<file path="src/rtl/line_encoder_serial.sv">
// Serial priority encoder: captures a multi-hot request vector and emits the
// index of each set line, lowest first, over a valid/ready handshake.
module line_encoder_serial #(
    parameter int N = 4,
    parameter int W = 2
) (
    input  logic         clk,
    input  logic         rst,
    input  logic [N-1:0] D,
    input  logic         load,
    output logic [W-1:0] A,
    output logic         valid,
    input  logic         ready,
    output logic         busy,
    output logic         done,
    output logic         overrun
);

    typedef enum logic {
        IDLE = 1'b0,
        BUSY = 1'b1
    } state_t;

    state_t         state;
    state_t         state_next;
    logic [N-1:0]   pending;
    logic [N-1:0]   pending_next;
    logic [N-1:0]   remainder;
    logic [N-1:0]   accepted_bit;
    logic [W-1:0]   a_next;
    logic           done_next;
    logic           overrun_next;

    // Scanning from the top down lets the lowest set bit overwrite the result last.
    function automatic logic [W-1:0] lowest_index(input logic [N-1:0] vec);
        lowest_index = '0;
        for (int i = N - 1; i >= 0; i--) begin
            if (vec[i]) begin
                lowest_index = W'(i);
            end
        end
    endfunction

    always_ff @(posedge clk) begin
        if (rst) begin
            state   <= IDLE;
            pending <= '0;
            A       <= '0;
            done    <= 1'b0;
            overrun <= 1'b0;
        end else begin
            state   <= state_next;
            pending <= pending_next;
            A       <= a_next;
            done    <= done_next;
            overrun <= overrun_next;
        end
    end

    assign accepted_bit = {{(N-1){1'b0}}, 1'b1} << A;
    assign remainder    = pending & ~accepted_bit;

    // The next index is derived from the next pending vector so A stays registered.
    always_comb begin
        state_next   = state;
        pending_next = pending;
        a_next       = A;
        done_next    = 1'b0;
        overrun_next = 1'b0;
        case (state)
            IDLE: begin
                if (load) begin
                    if (D != '0) begin
                        pending_next = D;
                        a_next       = lowest_index(D);
                        state_next   = BUSY;
                    end else begin
                        done_next = 1'b1;
                    end
                end
            end
            BUSY: begin
                overrun_next = load;
                if (ready) begin
                    pending_next = remainder;
                    if (remainder != '0) begin
                        a_next = lowest_index(remainder);
                    end else begin
                        a_next     = '0;
                        state_next = IDLE;
                        done_next  = 1'b1;
                    end
                end
            end
            default: begin
                state_next   = IDLE;
                pending_next = '0;
                a_next       = '0;
            end
        endcase
    end

    always_comb begin
        valid = (state == BUSY);
        busy  = (state == BUSY);
    end

endmodule

</file>
<file path="config.mk">
export PLATFORM = sky130hd
export DESIGN_NAME = line_encoder_serial
export DESIGN_NICKNAME = d
export VERILOG_FILES = /design/src/rtl/line_encoder_serial.sv
export SDC_FILE = /design/constraint.sdc
export NUM_CORES = 1
export LEC_CHECK = 0
export BUFFER_PORTS_ARGS = -buffer_cell sky130_fd_sc_hd__clkbuf_2
export CAP_MARGIN = 20
export CORE_AREA = 2 2 39 41
export DETAILED_ROUTE_END_ITERATION = 10
export DIE_AREA = 0 0 41 43
export GPL_ROUTABILITY_DRIVEN = 0
export SETUP_SLACK_MARGIN = 0.5
export SYNTH_ARGS = -nofsm -noshare
export SYNTH_HDL_FRONTEND = slang
export SYNTH_SLANG_ARGS = --single-unit
</file>
<file path="constraint.sdc">
create_clock -name clk -period 1.5 [get_ports clk]
set_input_delay 0 -clock clk [delete_from_list [all_inputs] [get_ports clk]]
set_output_delay 0 -clock clk [all_outputs]
set_load 0.02 [all_outputs]
</file>
Word-level counts from Yosys, hierarchy flattened --
Index checks and enable logic that the tools add are counted.
Operators by class: eq/ne operators 3, shift-type cells 1, multiplexer cells 27, bitwise gates (word level) 3, reductions and logical operators 4
Operator list (count):
- 2-bit 2-to-1 mux | 12
- 4-bit 2-to-1 mux | 3
- 1-bit 2-to-1 mux | 8
- 4-bit one-hot mux with 2 select lines | 1
- 4-bit nonzero test | 2
- 2-bit != test, second input constant | 3
- 4-bit AND | 1
- 4-bit inverter | 1
- 1-bit one-hot mux with 2 select lines | 2
- 2-bit one-hot mux with 2 select lines | 1
- 1-bit by 2-bit left shift with 4-bit output, first input constant | 1
- 3-bit AND reduction | 1
- 2-bit OR reduction | 1
- 1-bit inverter | 1
Word-level totals: register bits 9, bits of input ports 8, output and inout port bits 6, word-level logic and storage cells 43

Depth between registers and ports, before layout --
word-level depth 10, depth in mapped cells 5, gate-level depth less buffers 4

Worst setup path after synthesis --
No wires, ideal clock.
path kind register to register, start point register A[1], end point register A[1], library setup time 0.086 ns, arrival 1.178 ns, data required time 1.414 ns, path slack 0.235 ns, cell stages (with the launch flop) 6, path buffers 1, clock period less this slack 1.265 ns, cell sequence dfxtp_1 buf_2 nand2b_1 a21oi_1 o21ai_1 a221oi_2
Between the ends: word-level cells in the longest chain between the ends 10
Ends and longest elaborated chain:
- start: declaration | line 11 | output logic [W-1:0] A,
- start signal: assignment | line 54 | A <= a_next;
- 1-bit by 2-bit left shift with 4-bit output (*) | line 60 | assign accepted_bit = {{(N-1){1'b0}}, 1'b1} << A;
- 4-bit inverter (*) | line 61 | assign remainder = pending & ~accepted_bit;
- 4-bit AND (*) | line 61
- 2-bit 2-to-1 mux (4 in a row) | line 38 | if (vec[i]) begin
- 2-bit 2-to-1 mux (*) | line 86 | if (remainder != '0) begin
- 2-bit 2-to-1 mux (*) | line 84 | if (ready) begin
- 2-bit one-hot mux with 2 select lines (*) | line 70 | case (state)
Mark *: on every way between the ends. The rest lies on a longest branch, timed or not. The select of a mux whose other input is x is not followed. A chain may end at the register's enable or synchronous reset.

Final worst setup path --
start point register A[1], end point register done
Between the ends: word-level cells in the longest chain between the ends 7
Ends and longest elaborated chain:
- 1-bit by 2-bit left shift with 4-bit output | line 60
- 4-bit inverter | line 61
- 4-bit AND | line 61
- 4-bit nonzero test | line 86
- 1-bit 2-to-1 mux | line 86
- 1-bit 2-to-1 mux | line 84
- 1-bit one-hot mux with 2 select lines | line 70
- end signal: assignment | line 55 | done <= done_next;
- end: declaration | line 15 | output logic done,
No other way between the ends.

==> impl_metrics.csv <==
group,metric,value,unit
status,status,"finished, final reports clean",
yosys,ys_seq_elements,9,
place,port_buffers,13,
timing,worst_pin_slew,287,ps
global_route,grt_pass1_wl,2.26,mm
drt,drt.antenna.violating_nets,0,
floorplan,core_area,1380,um^2
power,pwr-share-seq,42.2,%
floorplan,die_h,43,um
drt,vias,560,
drt,wl,1.35,mm
floorplan,die_w,41,um
cts,cts_buffers,3,
global_route,grt_max_degree,12,
timing,setup_viol,0,
cts,cts_max_path_buffers,2,
cts,clock_sinks,9,
global_route,grt_pass1_vias,525,
yosys,synth_area,539,um^2
cts,cts.htree.levels,1,
critical_path,r2r-start,"A[1]$_SDFFE_PP0P_",
floorplan,design.portCount,14,
cells_and_area,nFillCells,137,
critical_path,setup.worst_path.start,"A[1]$_SDFFE_PP0P_",
timing,timing.fmax,833,MHz
critical_path,cp_cell_sequence,"nand2b_4, a21oi_4, o21bai_1, a211oi_1",
yosys,syn_inst,66,
critical_path,endpoint,"done$_SDFF_PP0_",
drt,drcViolationCount,0,
power,combPwrFrac,31.7,%
critical_path,path_buf_inv,0,
power,p_sw_share,35.2,%
global_route,antenna_found_initial,0,
critical_path,critPathMaxStageDelay,390,ps
timing,skew,10.6,ps
cts,cts_tree,"built",
yosys,ys_warn_count,0,
critical_path,r2r-end,"done$_SDFF_PP0_",
timing,slew_viol_final,0,
floorplan,dieArea,1760,um^2
critical_path,path_delay_family,"compound AO/OA/AOI/OAI gates",
cells_and_area,final_cell_mix,"clkbuf_2, nand2_1, a21oi_1",
drt,detail_route.first_pass.iterations,4,
timing,fin_setup_tns,0,ps
floorplan,start_util,39.0,%
timing,whs,8.68,ps
yosys,yosysUniqueCellTypes,27,
power,p_switching,257,uW
power,ir_drop,0.546,mV
yosys,synth-seq-area-share,33.4,%
critical_path,r2r_cells,4,
critical_path,crit_arrival,1350,ps
cells_and_area,finalNetCount,93,
critical_path,path_depth,4,
power,leakagePower,0.284,nW
timing,rsz0062_at_grt,"true",
drt,drt_iter0_drc,19,
timing,fin_crit_sh,80.0,%
place,dpl_cell_area,628,um^2
global_route,track_usage,18.8,%
timing,max_slew_margin,80.8,%
floorplan,row_count,14,
cells_and_area,drive_gt1_share,46.4,%
critical_path,slowest_stage,"dfxtp_4",
place,hpwlAfterDp,879,um
critical_path,cp.required,1650,ps
critical_path,startpoint_type,"flip-flop",
critical_path,ff2ff_setup_slack,300,ps
flow_run,maxCapViolations,0,
cells_and_area,multi_input_area,370,um^2
yosys,avgSynthCellArea,8.17,um^2
cells_and_area,final_common_cell,"clkbuf_2",
min_path,hp-class,"input pin to flip-flop",
cts,root_buffer,"clkbuf_4",
power,power.clock.fraction,26.2,%
critical_path,cp-end-kind,"flip-flop",
cells_and_area,syn_to_final_growth,35.7,%
critical_path,path_class,"flip-flop to flip-flop",
global_route,grt-ovfl-total,0,
drt,vias_per_cell,5.60,
cts,worst_skew_pair.late_latency,270,ps
cells_and_area,area.sequential,194,um^2
yosys,syn_nets,74,
timing,worst_slack,300,ps
power,internal_power,474,uW
cells_and_area,antenna_cells,0,
place,pre_cts_ws,307,ps
power,p_per_area,999,nW/um^2
critical_path,path_max_fanout,11,
cts,clk_pin_slew,70,ps
timing,hold_viol_final,0,
drt,wl_per_cell,13.5,um
timing,layout_min_cycle_time,1200,ps
cells_and_area,final_area,732,um^2
flip-flops by register name (all words and copies together), names as in the netlist:
signal	count
overrun	1
busy	1
done	1
A	2
pending	4
stage by stage:
| stage | power (mW) | util (%) | instances |
|---|---|---|---|
| after global placement | 0.497 | 45.4 | 91 |
| after global routing | 0.772 | 52.9 | 100 |
| after detailed placement | 0.497 | 45.4 | 91 |
| final | 0.731 | 52.9 | 100 |
| after CTS | 0.721 | 51.5 | 100 |
| after floorplan | 0.457 | - | 66 |
power by group through the flow:
stage               clock [mW]  combinational [mW]  sequential, mW
floorplan                    0               0.150           0.307
global placement             0               0.188           0.309
detailed placement           0               0.186           0.311
CTS                      0.199               0.221           0.302
global route             0.206               0.253           0.313
finish                   0.191               0.232           0.308
area by class of cell:
cell class / count / area share, %
clock inverter: 1 / 0.684
multi-input combinational: 50 / 50.6
inverter: 3 / 1.54
sequential: 9 / 26.5
timing repair buffer: 18 / 14.9
clock buffer: 3 / 3.08
tap: 16 / 2.74
metal layers:
layer / track usage, % / part of all wire, %
met1: 23.8 / 40
met5: 0 / 0
met3: 3.14 / 5.6
met2: 28.7 / 52
met4: 10.0 / 2.0
Yosys cell counts, drive strengths merged:
| library cell | n | share of area (%) |
|---|---|---|
| o21a | 1 | 2.8 |
| a21o | 1 | 1.4 |
| o221ai | 1 | 1.6 |
| clkbuf | 1 | 0.70 |
| nand3 | 1 | 0.93 |
| inv | 3 | 2.1 |
| o2bb2ai | 1 | 1.6 |
| nor2 | 5 | 3.5 |
| nor4 | 1 | 3.9 |
| and2 | 1 | 1.2 |
| a21oi | 8 | 8.8 |
| nand2 | 8 | 5.6 |
| a211o | 1 | 1.6 |
| nor2b | 2 | 2.3 |
| o21ai | 8 | 7.4 |
| dfxtp | 9 | 33 |
| a211oi | 1 | 1.4 |
| buf | 3 | 3.7 |
| nor3 | 1 | 0.93 |
| mux2i | 1 | 1.9 |
| o21bai | 1 | 1.4 |
| nand2b | 3 | 3.5 |
| a221oi | 2 | 5.6 |
| a21boi | 2 | 2.8 |
logic make-up after synthesis:
kind of cell	share of synthesized area (%)
and+or+nand+nor	21.8
DFF	33.4
muxes	1.86
AOI/OAI and AO/OA	36.4
buffers and inverters	6.49
worst min-delay path by stage:
stage,slack [ps],depth (start not counted),endpoint,startpoint
final,9,3,pending[3]$_SDFFE_PP0P_,D[3]
after detailed placement,270,3,overrun$_SDFF_PP0_,load
after global placement,260,3,overrun$_SDFF_PP0_,load
after floorplan,120,2,overrun$_SDFF_PP0_,load
after global routing,40,3,pending[2]$_SDFFE_PP0P_,D[2]
after CTS,10,3,pending[3]$_SDFFE_PP0P_,D[3]
worst reg2reg max path, cell delays in order, from the launching register on:
cell,delay [ps]
dfxtp_4,390
nand2b_4,160
a21oi_4,140
o21bai_1,100
a211oi_1,280
timing repair:
item                       4_1_cts  5_1_grt
setup endpoints to repair        8        8
pin swaps                        1        0
gates resized for setup          6        6
hold endpoints to repair         1        0
hold buffers                     1        0
setup buffers                    4        0
No activity file was read; power rests on OpenSTA's default activity.
